[src/rtl/axi_spi_regs.sv]
// -----------------------------------------------------------------------------
// axi_spi_regs
//
// AXI4-Lite register file and transfer sequencer that sits in front of the SPI
// master engine. The CPU programs configuration, timing and the TX word, then
// writes GO. The sequencer raises start until the engine reports busy. When
// busy falls, it captures miso_data into RXDATA and sets rx_valid.
//
// Register map (byte offsets, only addr[4:2] decoded):
//   0x00 CTRL   RW  [1:0] spi_mode, [3:2] sck_speed, [5:4] word_len, [8] GO (pulse, reads 0)
//   0x04 TIMING RW  [7:0] t_IFG, [15:8] t_CS_SCK, [23:16] t_SCK_CS
//   0x08 TXDATA RW  TX word
//   0x0C RXDATA RO  last captured word; reading it clears rx_valid
//   0x10 STATUS     [0] busy, [1] rx_valid, [2] overrun (W1C), [3] go_drop (W1C)
//   0x18 IRQEN  RW  [0] done_en, [1] err_en   (only with AXI_SPI_IRQ_EN)
//   all other offsets: read 0 / write ignored, SLVERR
//
// Optional feature macro: AXI_SPI_IRQ_EN (adds IRQEN and a registered irq;
// without it irq is tied 0 and 0x18 is unmapped).
//
// Ports:
//   GCLK, RST                 clock and asynchronous active-high reset
//   s_aw*, s_w*, s_b*         AXI4-Lite write address / data / response
//   s_ar*, s_r*               AXI4-Lite read address / data
//   spi_mode, sck_speed, word_len, t_IFG, t_CS_SCK, t_SCK_CS, mosi_data
//                             engine configuration, straight from registers
//   start                     engine start request (registered)
//   busy, miso_data           engine status and received word
//   irq                       interrupt request
// -----------------------------------------------------------------------------
module axi_spi_regs #(
   parameter int ADDR_W = 5
) (
   input  logic              GCLK,
   input  logic              RST,
   input  logic [ADDR_W-1:0] s_awaddr,
   input  logic              s_awvalid,
   output logic              s_awready,
   input  logic [31:0]       s_wdata,
   input  logic [3:0]        s_wstrb,
   input  logic              s_wvalid,
   output logic              s_wready,
   output logic [1:0]        s_bresp,
   output logic              s_bvalid,
   input  logic              s_bready,
   input  logic [ADDR_W-1:0] s_araddr,
   input  logic              s_arvalid,
   output logic              s_arready,
   output logic [31:0]       s_rdata,
   output logic [1:0]        s_rresp,
   output logic              s_rvalid,
   input  logic              s_rready,
   output logic [1:0]        spi_mode,
   output logic [1:0]        sck_speed,
   output logic [1:0]        word_len,
   output logic [7:0]        t_IFG,
   output logic [7:0]        t_CS_SCK,
   output logic [7:0]        t_SCK_CS,
   output logic [31:0]       mosi_data,
   output logic              start,
   input  logic              busy,
   input  logic [31:0]       miso_data,
   output logic              irq
);

   localparam logic [1:0] RESP_OKAY   = 2'b00;
   localparam logic [1:0] RESP_SLVERR = 2'b10;

   typedef enum logic [2:0] {
      R_CTRL   = 3'd0,
      R_TIMING = 3'd1,
      R_TXDATA = 3'd2,
      R_RXDATA = 3'd3,
      R_STATUS = 3'd4,
      R_RSVD5  = 3'd5,
      R_IRQEN  = 3'd6,
      R_RSVD7  = 3'd7
   } reg_sel_e;

   typedef enum logic [1:0] {S_IDLE, S_REQ, S_WAIT} seq_state_e;

   // ---------------------------------------------------------------- state
   logic        aw_held_q, aw_held_d;
   reg_sel_e    aw_sel_q, aw_sel_d;
   logic        w_held_q, w_held_d;
   logic [31:0] wdata_q, wdata_d;
   logic [3:0]  wstrb_q, wstrb_d;
   logic        bvalid_q, bvalid_d;
   logic [1:0]  bresp_q, bresp_d;
   logic        awready_q, awready_d;
   logic        wready_q, wready_d;
   logic        arready_q, arready_d;
   logic        rvalid_q, rvalid_d;
   logic [31:0] rdata_q, rdata_d;
   logic [1:0]  rresp_q, rresp_d;
   logic [5:0]  ctrl_cfg_q, ctrl_cfg_d;
   logic [23:0] timing_q, timing_d;
   logic [31:0] txdata_q, txdata_d;
   logic [31:0] rxdata_q, rxdata_d;
   logic        rx_valid_q, rx_valid_d;
   logic        overrun_q, overrun_d;
   logic        go_drop_q, go_drop_d;
   seq_state_e  state_q;
   logic        start_q;
   logic        busy_q;

   // Only addr[4:2] select a register; the rest of the address is don't-care.
   logic        unused_addr;
   assign unused_addr = ^{s_awaddr, s_araddr};

   // ---------------------------------------------------------------- events
   logic     aw_hs, w_hs, ar_hs, b_hs, r_hs;
   logic     do_write, seq_idle, complete;
   logic     go_bit, go_accept, go_reject;
   reg_sel_e ar_sel;
   logic     rx_read;

   assign aw_hs     = s_awvalid & awready_q;
   assign w_hs      = s_wvalid  & wready_q;
   assign ar_hs     = s_arvalid & arready_q;
   assign b_hs      = bvalid_q  & s_bready;
   assign r_hs      = rvalid_q  & s_rready;
   // The register update fires in the cycle both halves of the write are held.
   assign do_write  = aw_held_q & w_held_q;
   assign seq_idle  = (state_q == S_IDLE);
   assign complete  = (state_q == S_WAIT) & busy_q & ~busy;
   assign go_bit    = do_write & (aw_sel_q == R_CTRL) & wstrb_q[1] & wdata_q[8];
   assign go_accept = go_bit & seq_idle;
   assign go_reject = go_bit & ~seq_idle;
   assign ar_sel    = reg_sel_e'(s_araddr[4:2]);
   assign rx_read   = ar_hs & (ar_sel == R_RXDATA);

`ifdef AXI_SPI_IRQ_EN
   logic [1:0] irqen_q, irqen_d;
   logic       irq_q, irq_d;
`endif

   // ---------------------------------------------------------------- write decode
   logic       wr_ctrl, wr_timing, wr_tx, wr_status, wr_irqen;
   logic [1:0] wr_resp;

   always_comb begin
      // NOTE: every output of a combinational block gets a default first, so
      // no path through the case statement can leave a latch behind.
      wr_ctrl   = 1'b0;
      wr_timing = 1'b0;
      wr_tx     = 1'b0;
      wr_status = 1'b0;
      wr_irqen  = 1'b0;
      wr_resp   = RESP_OKAY;
      case (aw_sel_q)
         // GO lives in byte 1 and is handled by the sequencer; only a write
         // touching the config byte is refused mid-transfer.
         R_CTRL: begin
            if (wstrb_q[0]) begin
               if (seq_idle) wr_ctrl = 1'b1;
               else          wr_resp = RESP_SLVERR;
            end
         end
         R_TIMING: begin
            if (seq_idle) wr_timing = 1'b1;
            else          wr_resp   = RESP_SLVERR;
         end
         R_TXDATA: begin
            if (seq_idle) wr_tx   = 1'b1;
            else          wr_resp = RESP_SLVERR;
         end
         R_RXDATA: wr_resp   = RESP_OKAY;
         R_STATUS: wr_status = 1'b1;
`ifdef AXI_SPI_IRQ_EN
         R_IRQEN:  wr_irqen  = 1'b1;
`endif
         default:  wr_resp   = RESP_SLVERR;
      endcase
   end

   // ---------------------------------------------------------------- read mux
   logic [31:0] rd_data;
   logic [1:0]  rd_resp;

   always_comb begin
      rd_data = 32'h0;
      rd_resp = RESP_OKAY;
      case (ar_sel)
         R_CTRL:   rd_data = {26'h0, ctrl_cfg_q};
         R_TIMING: rd_data = {8'h0, timing_q};
         R_TXDATA: rd_data = txdata_q;
         R_RXDATA: rd_data = rxdata_q;
         R_STATUS: rd_data = {28'h0, go_drop_q, overrun_q, rx_valid_q, ~seq_idle};
`ifdef AXI_SPI_IRQ_EN
         R_IRQEN:  rd_data = {30'h0, irqen_q};
`endif
         default:  rd_resp = RESP_SLVERR;
      endcase
   end

   // ---------------------------------------------------------------- next state
   always_comb begin
      aw_held_d  = aw_held_q;
      aw_sel_d   = aw_sel_q;
      w_held_d   = w_held_q;
      wdata_d    = wdata_q;
      wstrb_d    = wstrb_q;
      bvalid_d   = bvalid_q;
      bresp_d    = bresp_q;
      rvalid_d   = rvalid_q;
      rdata_d    = rdata_q;
      rresp_d    = rresp_q;
      ctrl_cfg_d = ctrl_cfg_q;
      timing_d   = timing_q;
      txdata_d   = txdata_q;
      rxdata_d   = rxdata_q;
      rx_valid_d = rx_valid_q;
      overrun_d  = overrun_q;
      go_drop_d  = go_drop_q;
`ifdef AXI_SPI_IRQ_EN
      irqen_d    = irqen_q;
`endif

      if (aw_hs) begin
         aw_held_d = 1'b1;
         aw_sel_d  = reg_sel_e'(s_awaddr[4:2]);
      end
      if (w_hs) begin
         w_held_d = 1'b1;
         wdata_d  = s_wdata;
         wstrb_d  = s_wstrb;
      end

      if (do_write) begin
         aw_held_d = 1'b0;
         w_held_d  = 1'b0;
         bvalid_d  = 1'b1;
         bresp_d   = wr_resp;
         if (wr_ctrl) ctrl_cfg_d = wdata_q[5:0];
         for (int i = 0; i < 3; i++) begin
            if (wr_timing && wstrb_q[i]) timing_d[8*i +: 8] = wdata_q[8*i +: 8];
         end
         for (int i = 0; i < 4; i++) begin
            if (wr_tx && wstrb_q[i]) txdata_d[8*i +: 8] = wdata_q[8*i +: 8];
         end
         // W1C: clear first, the set terms below override on a collision.
         if (wr_status && wstrb_q[0]) begin
            if (wdata_q[2]) overrun_d = 1'b0;
            if (wdata_q[3]) go_drop_d = 1'b0;
         end
`ifdef AXI_SPI_IRQ_EN
         if (wr_irqen && wstrb_q[0]) irqen_d = wdata_q[1:0];
`endif
      end else if (b_hs) begin
         bvalid_d = 1'b0;
      end

      if (ar_hs) begin
         rvalid_d = 1'b1;
         rdata_d  = rd_data;
         rresp_d  = rd_resp;
      end else if (r_hs) begin
         rvalid_d = 1'b0;
      end

      // A completion in the same cycle as an RXDATA read keeps rx_valid set.
      if (rx_read)   rx_valid_d = 1'b0;
      if (complete) begin
         rxdata_d   = miso_data;
         rx_valid_d = 1'b1;
         if (rx_valid_q) overrun_d = 1'b1;
      end
      if (go_reject) go_drop_d = 1'b1;
   end

   // Readies are registered so they stay low through reset and drop the cycle
   // after a beat is taken.
   assign awready_d = ~aw_held_d & ~bvalid_d;
   assign wready_d  = ~w_held_d  & ~bvalid_d;
   assign arready_d = ~rvalid_d;

`ifdef AXI_SPI_IRQ_EN
   assign irq_d = (irqen_q[0] & rx_valid_q) | (irqen_q[1] & (overrun_q | go_drop_q));
`endif

   // ---------------------------------------------------------------- registers
   // NOTE: every register here, including the data words, is reset so the
   // CPU reads a defined 0 after RST rather than power-up garbage.
   always_ff @(posedge GCLK or posedge RST) begin
      if (RST) begin
         aw_held_q  <= 1'b0;
         aw_sel_q   <= R_CTRL;
         w_held_q   <= 1'b0;
         wdata_q    <= 32'h0;
         wstrb_q    <= 4'h0;
         bvalid_q   <= 1'b0;
         bresp_q    <= RESP_OKAY;
         awready_q  <= 1'b0;
         wready_q   <= 1'b0;
         arready_q  <= 1'b0;
         rvalid_q   <= 1'b0;
         rdata_q    <= 32'h0;
         rresp_q    <= RESP_OKAY;
         ctrl_cfg_q <= 6'h0;
         timing_q   <= 24'h0;
         txdata_q   <= 32'h0;
         rxdata_q   <= 32'h0;
         rx_valid_q <= 1'b0;
         overrun_q  <= 1'b0;
         go_drop_q  <= 1'b0;
      end else begin
         // NOTE: non-blocking assignments so every register samples the
         // pre-edge value of every other register, independent of order.
         aw_held_q  <= aw_held_d;
         aw_sel_q   <= aw_sel_d;
         w_held_q   <= w_held_d;
         wdata_q    <= wdata_d;
         wstrb_q    <= wstrb_d;
         bvalid_q   <= bvalid_d;
         bresp_q    <= bresp_d;
         awready_q  <= awready_d;
         wready_q   <= wready_d;
         arready_q  <= arready_d;
         rvalid_q   <= rvalid_d;
         rdata_q    <= rdata_d;
         rresp_q    <= rresp_d;
         ctrl_cfg_q <= ctrl_cfg_d;
         timing_q   <= timing_d;
         txdata_q   <= txdata_d;
         rxdata_q   <= rxdata_d;
         rx_valid_q <= rx_valid_d;
         overrun_q  <= overrun_d;
         go_drop_q  <= go_drop_d;
      end
   end

`ifdef AXI_SPI_IRQ_EN
   always_ff @(posedge GCLK or posedge RST) begin
      if (RST) begin
         irqen_q <= 2'b00;
         irq_q   <= 1'b0;
      end else begin
         irqen_q <= irqen_d;
         irq_q   <= irq_d;
      end
   end
   assign irq = irq_q;
`else
   assign irq = 1'b0;
`endif

   // ---------------------------------------------------------------- sequencer
   // start is high exactly while in REQ and falls on the edge busy is sampled.
   always_ff @(posedge GCLK or posedge RST) begin
      if (RST) begin
         state_q <= S_IDLE;
         start_q <= 1'b0;
         busy_q  <= 1'b0;
      end else begin
         busy_q <= busy;
         case (state_q)
            S_IDLE: begin
               if (go_accept) begin
                  state_q <= S_REQ;
                  start_q <= 1'b1;
               end
            end
            S_REQ: begin
               if (busy) begin
                  state_q <= S_WAIT;
                  start_q <= 1'b0;
               end
            end
            S_WAIT: begin
               if (busy_q && !busy) state_q <= S_IDLE;
            end
            default: begin
               state_q <= S_IDLE;
               start_q <= 1'b0;
            end
         endcase
      end
   end

   // ---------------------------------------------------------------- outputs
   assign s_awready = awready_q;
   assign s_wready  = wready_q;
   assign s_bvalid  = bvalid_q;
   assign s_bresp   = bresp_q;
   assign s_arready = arready_q;
   assign s_rvalid  = rvalid_q;
   assign s_rdata   = rdata_q;
   assign s_rresp   = rresp_q;
   assign spi_mode  = ctrl_cfg_q[1:0];
   assign sck_speed = ctrl_cfg_q[3:2];
   assign word_len  = ctrl_cfg_q[5:4];
   assign t_IFG     = timing_q[7:0];
   assign t_CS_SCK  = timing_q[15:8];
   assign t_SCK_CS  = timing_q[23:16];
   assign mosi_data = txdata_q;
   assign start     = start_q;

endmodule
[config.mk]
export PLATFORM = sky130hd
export DESIGN_NAME = axi_spi_regs
export DESIGN_NICKNAME = d
export VERILOG_FILES = /design/src/rtl/axi_spi_regs.sv
export SDC_FILE = /design/constraint.sdc
export NUM_CORES = 1
export LEC_CHECK = 0
export ABC_AREA = 1
export CORE_MARGIN = 4
export CORE_UTILIZATION = 54
export DETAILED_ROUTE_END_ITERATION = 12
export HOLD_SLACK_MARGIN = 0.03
export PLACE_DENSITY = 0.91
export SYNTH_ARGS = -nofsm -noshare
export SYNTH_HDL_FRONTEND = slang
export SYNTH_SLANG_ARGS = --single-unit
[constraint.sdc]
create_clock -name GCLK -period 15.31 [get_ports GCLK]
set_input_delay 3.062 -clock GCLK [delete_from_list [all_inputs] [get_ports GCLK]]
set_output_delay 3.062 -clock GCLK [all_outputs]
set_load 0.02 [all_outputs]
Word level (Yosys, flattened, before mapping)
Cells that the tools add are included.
- equality and inequality tests: 13
- muxes and demuxes: 37
- bitwise logic cells: 23
- reduce and logical (&&, ||, !) cells: 31
- operator list (cell ; count):
    32-bit case mux with 5 select lines ; 1
    1-bit 2-to-1 mux ; 27
    1-bit AND ; 16
    2-bit AND reduction ; 8
    3-bit by 2-bit equality test with 1-bit output, second input constant ; 4
    2-bit 2-to-1 mux ; 6
    2-bit case mux with 3 select lines ; 2
    1-bit logical AND ; 9
    3-bit AND reduction ; 3
    2-bit nonzero test ; 4
    1-bit NOT ; 7
    3-bit by 1-bit equality test with 1-bit output, second input constant ; 2
    3-bit equality test, second input constant ; 2
    3-bit logical NOT ; 2
    5-bit OR reduction ; 1
    2-bit by 1-bit inequality test with 1-bit output, second input constant ; 2
    2-bit OR reduction ; 2
    1-bit case mux with 3 select lines ; 1
    2-bit by 1-bit equality test with 1-bit output, second input constant ; 1
    2-bit equality test, second input constant ; 1
    2-bit logical NOT ; 1
    2-bit inequality test, second input constant ; 1
    1-bit logical NOT ; 1
- bits in registers: 183
- input port bits: 86
- output and inout port bits: 105
- word-level logic and storage cells: 132

Longest topological paths before layout
Gate-level depths: netlist of the first run.
- depth after elaboration: 7
- mapped depth: 9
- mapped depth without buffers: 8

Least setup slack after synthesis of the first run
Ideal clock, no wire load.
- kind: input to register
- start point: in s_araddr[2]
- end point: reg rdata_q[24], in the netlist s_rdata[24]
- library setup time: 0.066 ns
- data arrival time: 3.905 ns
- required time: 15.244 ns
- setup slack: 11.339 ns
- cell stages on the path: 7
- path buffers: 2
- path through: buf_4 > nor3_4 > buf_6 > nand2_1 > o21ai_1 > nand2_1 > nand2_1
- cells in the longest elaborated chain, start to end: 2
- elaborated cells on any way between the ends: 6
- those cells by class: 4 x eq/ne; 1 x mux; 1 x reduce/logical
- ends and longest elaborated chain (element ; line ; source):
    start: declaration ; 46 ; input logic [ADDR_W-1:0] s_araddr,
    3-bit equality test (tied with other cells) ; 184 ; case (ar_sel)
    32-bit case mux with 5 select lines (*) ; 184 ;
    end signal: assignment ; 321 ; rdata_q <= rdata_d;
    end: declaration ; 94 ; logic [31:0] rdata_q, rdata_d;
Every way passes the cells marked *; elsewhere a longest branch is shown, timed or not.
A chain may end at the register's enable or synchronous reset.

Worst setup path after layout of the first run
- start point: in s_araddr[4]
- end point: reg rdata_q[8], in the netlist s_rdata[8]
The elaborated chain is that of the path after synthesis.

==> results.ini, run 1 <==
[clock_tree]
cts_resized = 0
cts_hold_buf = 0
clock-root-buffer = clkbuf_16
path_clk_slew_ns = 0.06
cts_buffers = 17
clockBufferDepth = 2
cts.sinks = 181
cts_setup_buffers = 0
cts_tree = done
htreeDepth = 4
worstSkewPairLatency_ns = 0.43

[critical_path]
crit_buf_inv = 3
crit_slowest_cell = inv_1
path_class = in -> reg
crit_top_cell = nand2_1
crit_family = buffers and inverters
critPathRequiredTime_ns = 15.68
r2r-start = s_arready
arrival_ns = 5.55
critPathCaptureType = register
cp_cell_sequence = clkdlybuf4s50_1 > inv_2 > nand3_1 > inv_1 > nand2_1 > nand3_1 > nand2_1 > nand2_1
r2r_slack_ns = 13.29
critPathLaunch = s_araddr[4]
crit_path_start_kind = input port
max_stage_delay_ns = 0.80
crit_path_max_fanout = 21

[power_and_ir_drop]
ir_worst_vdd_uv = 105
p_total_uw = 1920
power.switching_uw = 678
power_frac_comb = 0.342
power_frac_clock = 0.252
swShare = 0.353
power.density_nw_per_um2 = 186
p_seq_frac = 0.406
internal-power_uw = 1240
power.leakage_uw = 0.00506

[timing]
whs_ns = 0.476
skew_ns = 0.0132
maxSlewViolCount = 0
final.min_clock_period_ns = 5.19
fin_crit_sh = 0.339
tns_ns = 0
fmax_mhz = 193
rsz0062_at_grt = false
tightest_slew_ns = 1.11
setup_viol = 0
maxSlewHeadroom = 0.260
hold_violations = 0

[synthesis]
synth_most_common_cell = nand2_1
ys_top_cells_by_count = nand2_1, dfrtp_1, inv_1
syn_area_um2 = 7870
ys_top_cells_by_area = dfrtp_1, nand2_1, o21ai_2, o21ai_0, inv_1
synthCells = 879
yosys.area.top_type = dfrtp_1
synth_area_per_cell_um2 = 8.95
synthArstFlopShare = 1.00
synth_top_area_share = 0.576
synth_edf_count = 0
ys_seq_elements = 181
synth_cell_types = 27
ys_warn_count = 0
ys_seq_area_frac = 0.576
ys.flop_type = dfrtp_1

[placed_design]
dp_hpwl_um = 13500
routabilityCongestion = 0.856
portBuffers = 183
place_area_um2 = 9670

[min_path]
hp-start = s_rvalid
hp-class = reg -> reg

[grt]
grt_pass1_wl_um = 33200
grt_max_degree = 105
grt_overflow_total = 0
antenna_found_initial = 1
grt_pass1_vias = 6677
grt.total_usage = 0.256

[die]
die_area_um2 = 16600
rows = 43
initial_utilization = 0.558
die_y_um = 129
dieWidth_um = 129
core_area_um2 = 14100
io-pin-count = 191

[final_layout]
insertedDiodeCount = 0
ff_latch_area_um2 = 4530
syn_to_final_growth_pct = 31.4
drive_gt1_frac = 0.104
fillCellCount = 971
final_cell_area_um2 = 10300
final_core_util = 0.733
multi_input_area_um2 = 2690
layout.nets = 1132

[status]
status = finished clean

[drt]
wl_met2_um = 10100
top_layer = met5
vias_per_cell = 5.26
first_pass_iters = 5
drcViolationCount = 0
wl_um = 20600
dr_wl_met3_um = 1550
wire_per_inst_um = 16.6
wl_met1_um = 8580
drtIter0Drc = 541
dr_total_vias = 6519
drtAntennaViolNets = 0

[flow_run]
cap_viol_max_count = 0

flip-flops by register name, summed over array words and instances, names as in the netlist, 2 cells and up:
register    flops
s_rdata        32
mosi_data      32
rxdata_q       32
wstrb_q         4
wdata_q        32
ctrl_cfg_q      6
aw_sel_q        3
state_q         2
timing_q       24
layout by cell type, fill, tap and decap left out:
master	instances
o21ai_2	48
nand2_4	8
o21ai_1	21
clkbuf_16	17
nand2_1	318
nor3_2	1
nor2_8	1
nand4_1	7
clkbuf_8	5
inv_2	4
o21ai_0	67
inv_4	1
a21oi_1	16
inv_1	86
clkbuf_1	1
nand3_1	33
bufinv_16	5
inv_6	1
nor3_4	1
nor2_2	3
nor2_4	2
nand2_2	2
dfrtp_1	181
clkinv_2	4
buf_4	5
nor2_1	32
nand3_2	2
o31ai_1	1
clkdlybuf4s50_1	183
conb_1	3
kinds of logic (layout without fill, tap and decap cells):
logic type	after synthesis	after routing	synth area share
buffers and inverters	134	312	0.0835
other	1	3	0.000477
and+or+nand+nor	410	410	0.220
AOI/OAI and AO/OA	153	153	0.121
DFF	181	181	0.576
metal layers:
| metal | vias to the layer above | track usage |
|---|---|---|
| li1 | 3086 | - |
| met1 | 3128 | 0.339 |
| met2 | 271 | 0.419 |
| met3 | 32 | 0.0589 |
| met4 | 2 | 0.0883 |
| met5 | - | 0 |
per-stage QoR:
stage	std cells	worst slack, ns
floorplan	881	7.33
global placement	1207	9.86
detailed placement	1207	9.82
CTS	1239	10.16
global route	1239	9.93
finish	1239	10.12
power by group through the flow:
stage          registers, uW  clock network [uW]  logic, uW
2_1_floorplan            866                   0        278
3_3_place_gp             774                   0        632
3_5_place_dp             780                   0        654
4_1_cts                  777                 491        663
5_1_grt                  799                 512        719
6_report                 779                 485        657
worst paths after layout:
kind,end,cells past startpoint
max in group asynchronous,s_rdata[17],3
min,s_arready,1
min in group asynchronous,timing_q[0],2
min reg2reg,s_arready,1
max reg2reg,s_rvalid,6
max,s_rdata[8],8
layout make-up:
cell class              count  share of cell area
clock buffers              23              0.0482
clock inverters             9              0.0165
inverters                  92              0.0341
multi-input cells         566               0.260
flip-flops and latches    181               0.438
well taps                 180              0.0218
repair buffers            188               0.181
(Power assumes the default switching activity.)
==> run 2, diff against run 1 <==
--- a/config.mk
+++ b/config.mk
@@ -7,10 +7,10 @@
 export LEC_CHECK = 0
 export ABC_AREA = 1
 export CORE_MARGIN = 4
-export CORE_UTILIZATION = 54
+export CORE_UTILIZATION = 45
 export DETAILED_ROUTE_END_ITERATION = 12
 export HOLD_SLACK_MARGIN = 0.03
-export PLACE_DENSITY = 0.91
+export PLACE_DENSITY = 0.82
 export SYNTH_ARGS = -nofsm -noshare
 export SYNTH_HDL_FRONTEND = slang
 export SYNTH_SLANG_ARGS = --single-unit
==> constraint.sdc (replaced) <==
create_clock -name GCLK -period 4.3 [get_ports GCLK]
set_input_delay 0.86 -clock GCLK [delete_from_list [all_inputs] [get_ports GCLK]]
set_output_delay 0.86 -clock GCLK [all_outputs]
set_load 0.02 [all_outputs]
==> run 2 against run 1 <==
Effect of this change: combinational power grew to 3.5 times the previous value; global-route usage shrank 4.2 points; wire length grew 0.19%; count of clock-buffer cells in the layout shrank 2; critical path depth is the same; worst hold slack gained 0.0057 ns; clock skew shrank 0.0065 ns; sequential share of layout area shrank 0.49 points; die area grew 19%; design area grew 1.1%; critical endpoint is now s_rdata[14]; largest power group unchanged.
==> results.ini, run 2 (synthesis gave the netlist of run 1 again) <==
[critical_path]
critPathRequiredTime_ns = 4.66
crit_path_start_kind = input port
arrival_ns = 3.34
crit_path_max_fanout = 21
critPathCaptureType = register
path_class = in -> reg

[die]
dieWidth_um = 140
initial_utilization = 0.456
rows = 48
die_area_um2 = 19700
die_y_um = 140
io-pin-count = 191
core_area_um2 = 17200

[clock_tree]
cts.sinks = 181
htreeDepth = 4
clockBufferDepth = 2
cts_buffers = 17
clock-root-buffer = clkbuf_16
cts_resized = 0
cts_hold_buf = 0
path_clk_slew_ns = 0.06
cts_setup_buffers = 0
cts_tree = done
worstSkewPairLatency_ns = 0.42

[grt]
antenna_found_initial = 0
grt_overflow_total = 0
grt_max_degree = 49
grt_pass1_vias = 6600
grt.total_usage = 0.214
grt_pass1_wl_um = 33400

[placed_design]
routabilityCongestion = 0.830
place_area_um2 = 9790
placedCellCount = 1257
dp_hpwl_um = 14300
portBuffers = 183

[drt]
first_pass_iters = 5
wl_um = 20600
wire_per_inst_um = 16.0
drtIter0Drc = 485
drtAntennaViolNets = 0
vias_per_cell = 5.01
dr_total_vias = 6463
drcViolationCount = 0

[flow_run]
cap_viol_max_count = 0

[final_layout]
final_common_cell = nand2_1
final_cell_area_um2 = 10500
drive_gt1_frac = 0.108
insertedDiodeCount = 0
syn_to_final_growth_pct = 32.9
layout.nets = 1137
fin_cells = 1289
final_core_util = 0.606
layout_common_cells = nand2_1, clkdlybuf4s50_1, dfrtp_1

[timing]
tns_ns = 0
rsz0062_at_grt = false
setup_viol = 0
maxSlewHeadroom = 0.382
maxSlewViolCount = 0
final.min_clock_period_ns = 2.98
hold_violations = 0
fin_crit_sh = 0.693
fmax_mhz = 336
tightest_slew_ns = 0.925
skew_ns = 0.00670

[power_and_ir_drop]
power.density_nw_per_um2 = 655
power.leakage_uw = 0.00508
p_total_uw = 6850
ir_worst_vdd_uv = 332

[min_path]
hp-class = reg -> reg

[status]
status = finished clean

[run 2: cell types whose count changed in the layout (fill, tap and decap cells not counted)]
cell and delta:
clkinv_2 -3, clkinv_4 +2, buf_12 +2, buf_4 +3, clkinvlp_4 +3, clkbuf_8 -2
[run 2: worst max-delay path: stages]
cell and delay [ns]:
clkdlybuf4s50_1 0.58, inv_2 0.26, nand3_1 0.40, inv_1 0.81, nand2_1 0.15, nand3_1 0.14
nand2_1 0.05, nand2_1 0.08
[run 2: through the flow]
step	hold WS, ns	worst slack [ns]
floorplan	0.453	1.12
global placement	0.452	1.03
detailed placement	0.466	0.949
CTS	0.484	1.36
global route	0.497	1.08
finish	0.482	1.32
[run 2: power breakdown]
group          leakage, uW  internal (uW)  switching [uW]
clock             0.000320           1080             659
sequential         0.00234           2340             436
combinational      0.00242            982            1350
[run 2: cell type report]
class	instances	area, um^2
clock buffers	21	470
repair buffers	193	1930
well taps	225	282
multi-input cells	566	2690
flip-flops and latches	181	4530
clock inverters	11	196
fillers	1432	6780
inverters	92	352
[run 2: path summary, 6_finish.rpt]
kind	startpoint	to	slack [ns]	cells after the start
min	s_rvalid	s_arready	0.48	1
max	s_araddr[4]	s_rdata[14]	1.32	8
max in group asynchronous	RST	timing_q[10]	2.48	3
min in group asynchronous	RST	rxdata_q[27]	0.98	2
max reg2reg	state_q[1]	rxdata_q[0]	2.25	6
min reg2reg	s_rvalid	s_arready	0.48	1
[run 2: metal layers]
metal | track usage | part of all wire | wire length (um)
met4 | 0.0724 | 0.020 | 411
met5 | 0 | 0 | 0
met3 | 0.0457 | 0.071 | 1460
met1 | 0.286 | 0.43 | 8900
met2 | 0.349 | 0.48 | 9850
==> run 3, diff against run 2 <==
--- a/config.mk
+++ b/config.mk
@@ -7,10 +7,10 @@
 export LEC_CHECK = 0
 export ABC_AREA = 1
 export CORE_MARGIN = 4
-export CORE_UTILIZATION = 45
+export CORE_UTILIZATION = 50
 export DETAILED_ROUTE_END_ITERATION = 12
 export HOLD_SLACK_MARGIN = 0.03
-export PLACE_DENSITY = 0.82
+export PLACE_DENSITY = 0.86
 export SYNTH_ARGS = -nofsm -noshare
 export SYNTH_HDL_FRONTEND = slang
 export SYNTH_SLANG_ARGS = --single-unit
==> constraint.sdc (replaced) <==
create_clock -name GCLK -period 2.8 [get_ports GCLK]
set_input_delay 0.56 -clock GCLK [delete_from_list [all_inputs] [get_ports GCLK]]
set_output_delay 0.56 -clock GCLK [all_outputs]
set_load 0.02 [all_outputs]
==> run 3 against run 2 <==
Effect of this change: die area decreased by 9.4%; register-to-register slack worse by 0.94 ns; utilization rose by 7.7 points; global-route usage is 1.9 points higher; first-iteration DRC count increased by 7.2%; sequential cell count did not move; count of clock-buffer cells in the layout decreased by 1; worst hold slack got worse by 0.096 ns; worst setup slack got worse by 0.54 ns; clock power grew 47%; sequential power up 53%; combinational power rose by 55%; critical path type is now reg -> out.
==> results.ini, run 3 (synthesis gave the netlist of run 1 again) <==
[power_and_ir_drop]
p_seq_frac = 0.409
power.switching_uw = 3730
power.density_nw_per_um2 = 996
swShare = 0.358
ir_worst_vdd_uv = 506
power_frac_clock = 0.245
power.leakage_uw = 0.00510
internal-power_uw = 6690
power_frac_comb = 0.346

[clock_tree]
cts_buffers = 17
clock-root-buffer = clkbuf_16
cts.sinks = 181
worstSkewPairLatency_ns = 0.42
cts_tree = done
cts_hold_buf = 0
cts_setup_buffers = 0
clockBufferDepth = 2
path_clk_slew_ns = 0.07
htreeDepth = 4
cts_resized = 0

[critical_path]
cp_cell_sequence = clkdlybuf4s50_1
r2r_end = timing_q[5]
r2r-start = state_q[0]
r2r_slack_ns = 1.31
critPathRequiredTime_ns = 2.24
crit_path_max_fanout = 3
ff2ff_path_depth = 6
crit_path_start_kind = register
crit_family = buffers and inverters
cp.depth = 1
crit_slowest_cell = clkdlybuf4s50_1
crit_buf_inv = 1
path_class = reg -> out
arrival_ns = 1.46
critPathCaptureType = output pin
max_stage_delay_ns = 0.63

[final_layout]
final_common_cell = nand2_1
fin_cells = 1280
ff_latch_area_um2 = 4530
syn_to_final_growth_pct = 33.0
layout_common_cells = nand2_1, clkdlybuf4s50_1, dfrtp_1
layout.nets = 1142
insertedDiodeCount = 0
fillCellCount = 1172
multi_input_area_um2 = 2690
drive_gt1_frac = 0.113

[placed_design]
routabilityCongestion = 0.843
place_ws_ns = 0.435
portBuffers = 183
dp_hpwl_um = 14200
placedCellCount = 1248

[grt]
grt.total_usage = 0.233
grt_max_degree = 77
grt_pass1_vias = 6526
grt_overflow_total = 0
grt_pass1_wl_um = 33000
antenna_found_initial = 0

[timing]
setup_viol = 0
fin_crit_sh = 0.722
rsz0062_at_grt = false
final.min_clock_period_ns = 2.02
fin_ws_ns = 0.779
hold_violations = 0
tightest_slew_ns = 0.530
maxSlewViolCount = 0
fmax_mhz = 495
maxSlewHeadroom = 0.647
skew_ns = 0.00656

[drt]
wl_um = 20300
drtIter0Drc = 520
first_pass_iters = 5
drtAntennaViolNets = 0
wire_per_inst_um = 15.9
vias_per_cell = 5.00
dr_total_vias = 6405
drcViolationCount = 0

[status]
status = finished clean

[die]
dieWidth_um = 133
die_y_um = 133
core_area_um2 = 15300
initial_utilization = 0.514
rows = 45
io-pin-count = 191
die_area_um2 = 17800

[min_path]
hp-class = in -> async

[flow_run]
cap_viol_max_count = 0

## run 3: cell type report
cell class              count  area share
flip-flops and latches    181       0.433
multi-input cells         566       0.257
repair buffers            198       0.189
clock buffers              20      0.0446
inverters                  92      0.0336
well taps                 211      0.0252
clock inverters            12      0.0167
## run 3: metal layers
layer | GRT usage | share of wire | vias to the layer above
met5 | 0 | 0 | -
met4 | 0.0749 | 0.014 | 0
met3 | 0.0461 | 0.062 | 23
met2 | 0.388 | 0.49 | 220
met1 | 0.309 | 0.43 | 3066
li1 | - | - | 3096
## run 3: worst max path at each step
stage	start	endpoint	slack, ns
after floorplan	RST	aw_held_q	-0.08
after global placement	s_araddr[4]	s_rdata[19]	0.51
after detailed placement	s_araddr[4]	s_rdata[23]	0.44
after CTS	timing_q[8]	t_CS_SCK[0]	0.76
after global routing	s_araddr[4]	s_rdata[23]	0.69
final	timing_q[8]	t_CS_SCK[0]	0.78
## run 3: power by group through the flow
stage / registers [uW] / clock network (uW) / logic, uW
finish: 4260 / 2550 / 3600
global route: 4390 / 2680 / 3940
CTS: 4250 / 2580 / 3640
detailed placement: 4280 / 0 / 3600
global placement: 4250 / 0 / 3490
floorplan: 4740 / 0 / 1520
## run 3: through the flow
step / setup TNS (ns) / total power [uW] / hold slack (ns) / util / area (um^2)
final: 0 / 10400 / 0.386 / 0.683 / 10500
after detailed placement: 0 / 7880 / 0.465 / 0.641 / 9820
after global placement: 0 / 7740 / 0.452 / 0.641 / 9820
after CTS: 0 / 10500 / 0.374 / 0.683 / 10500
after global routing: 0 / 11000 / 0.386 / 0.683 / 10500
after floorplan: -14.95 / 6250 / 0.453 / - / 7880
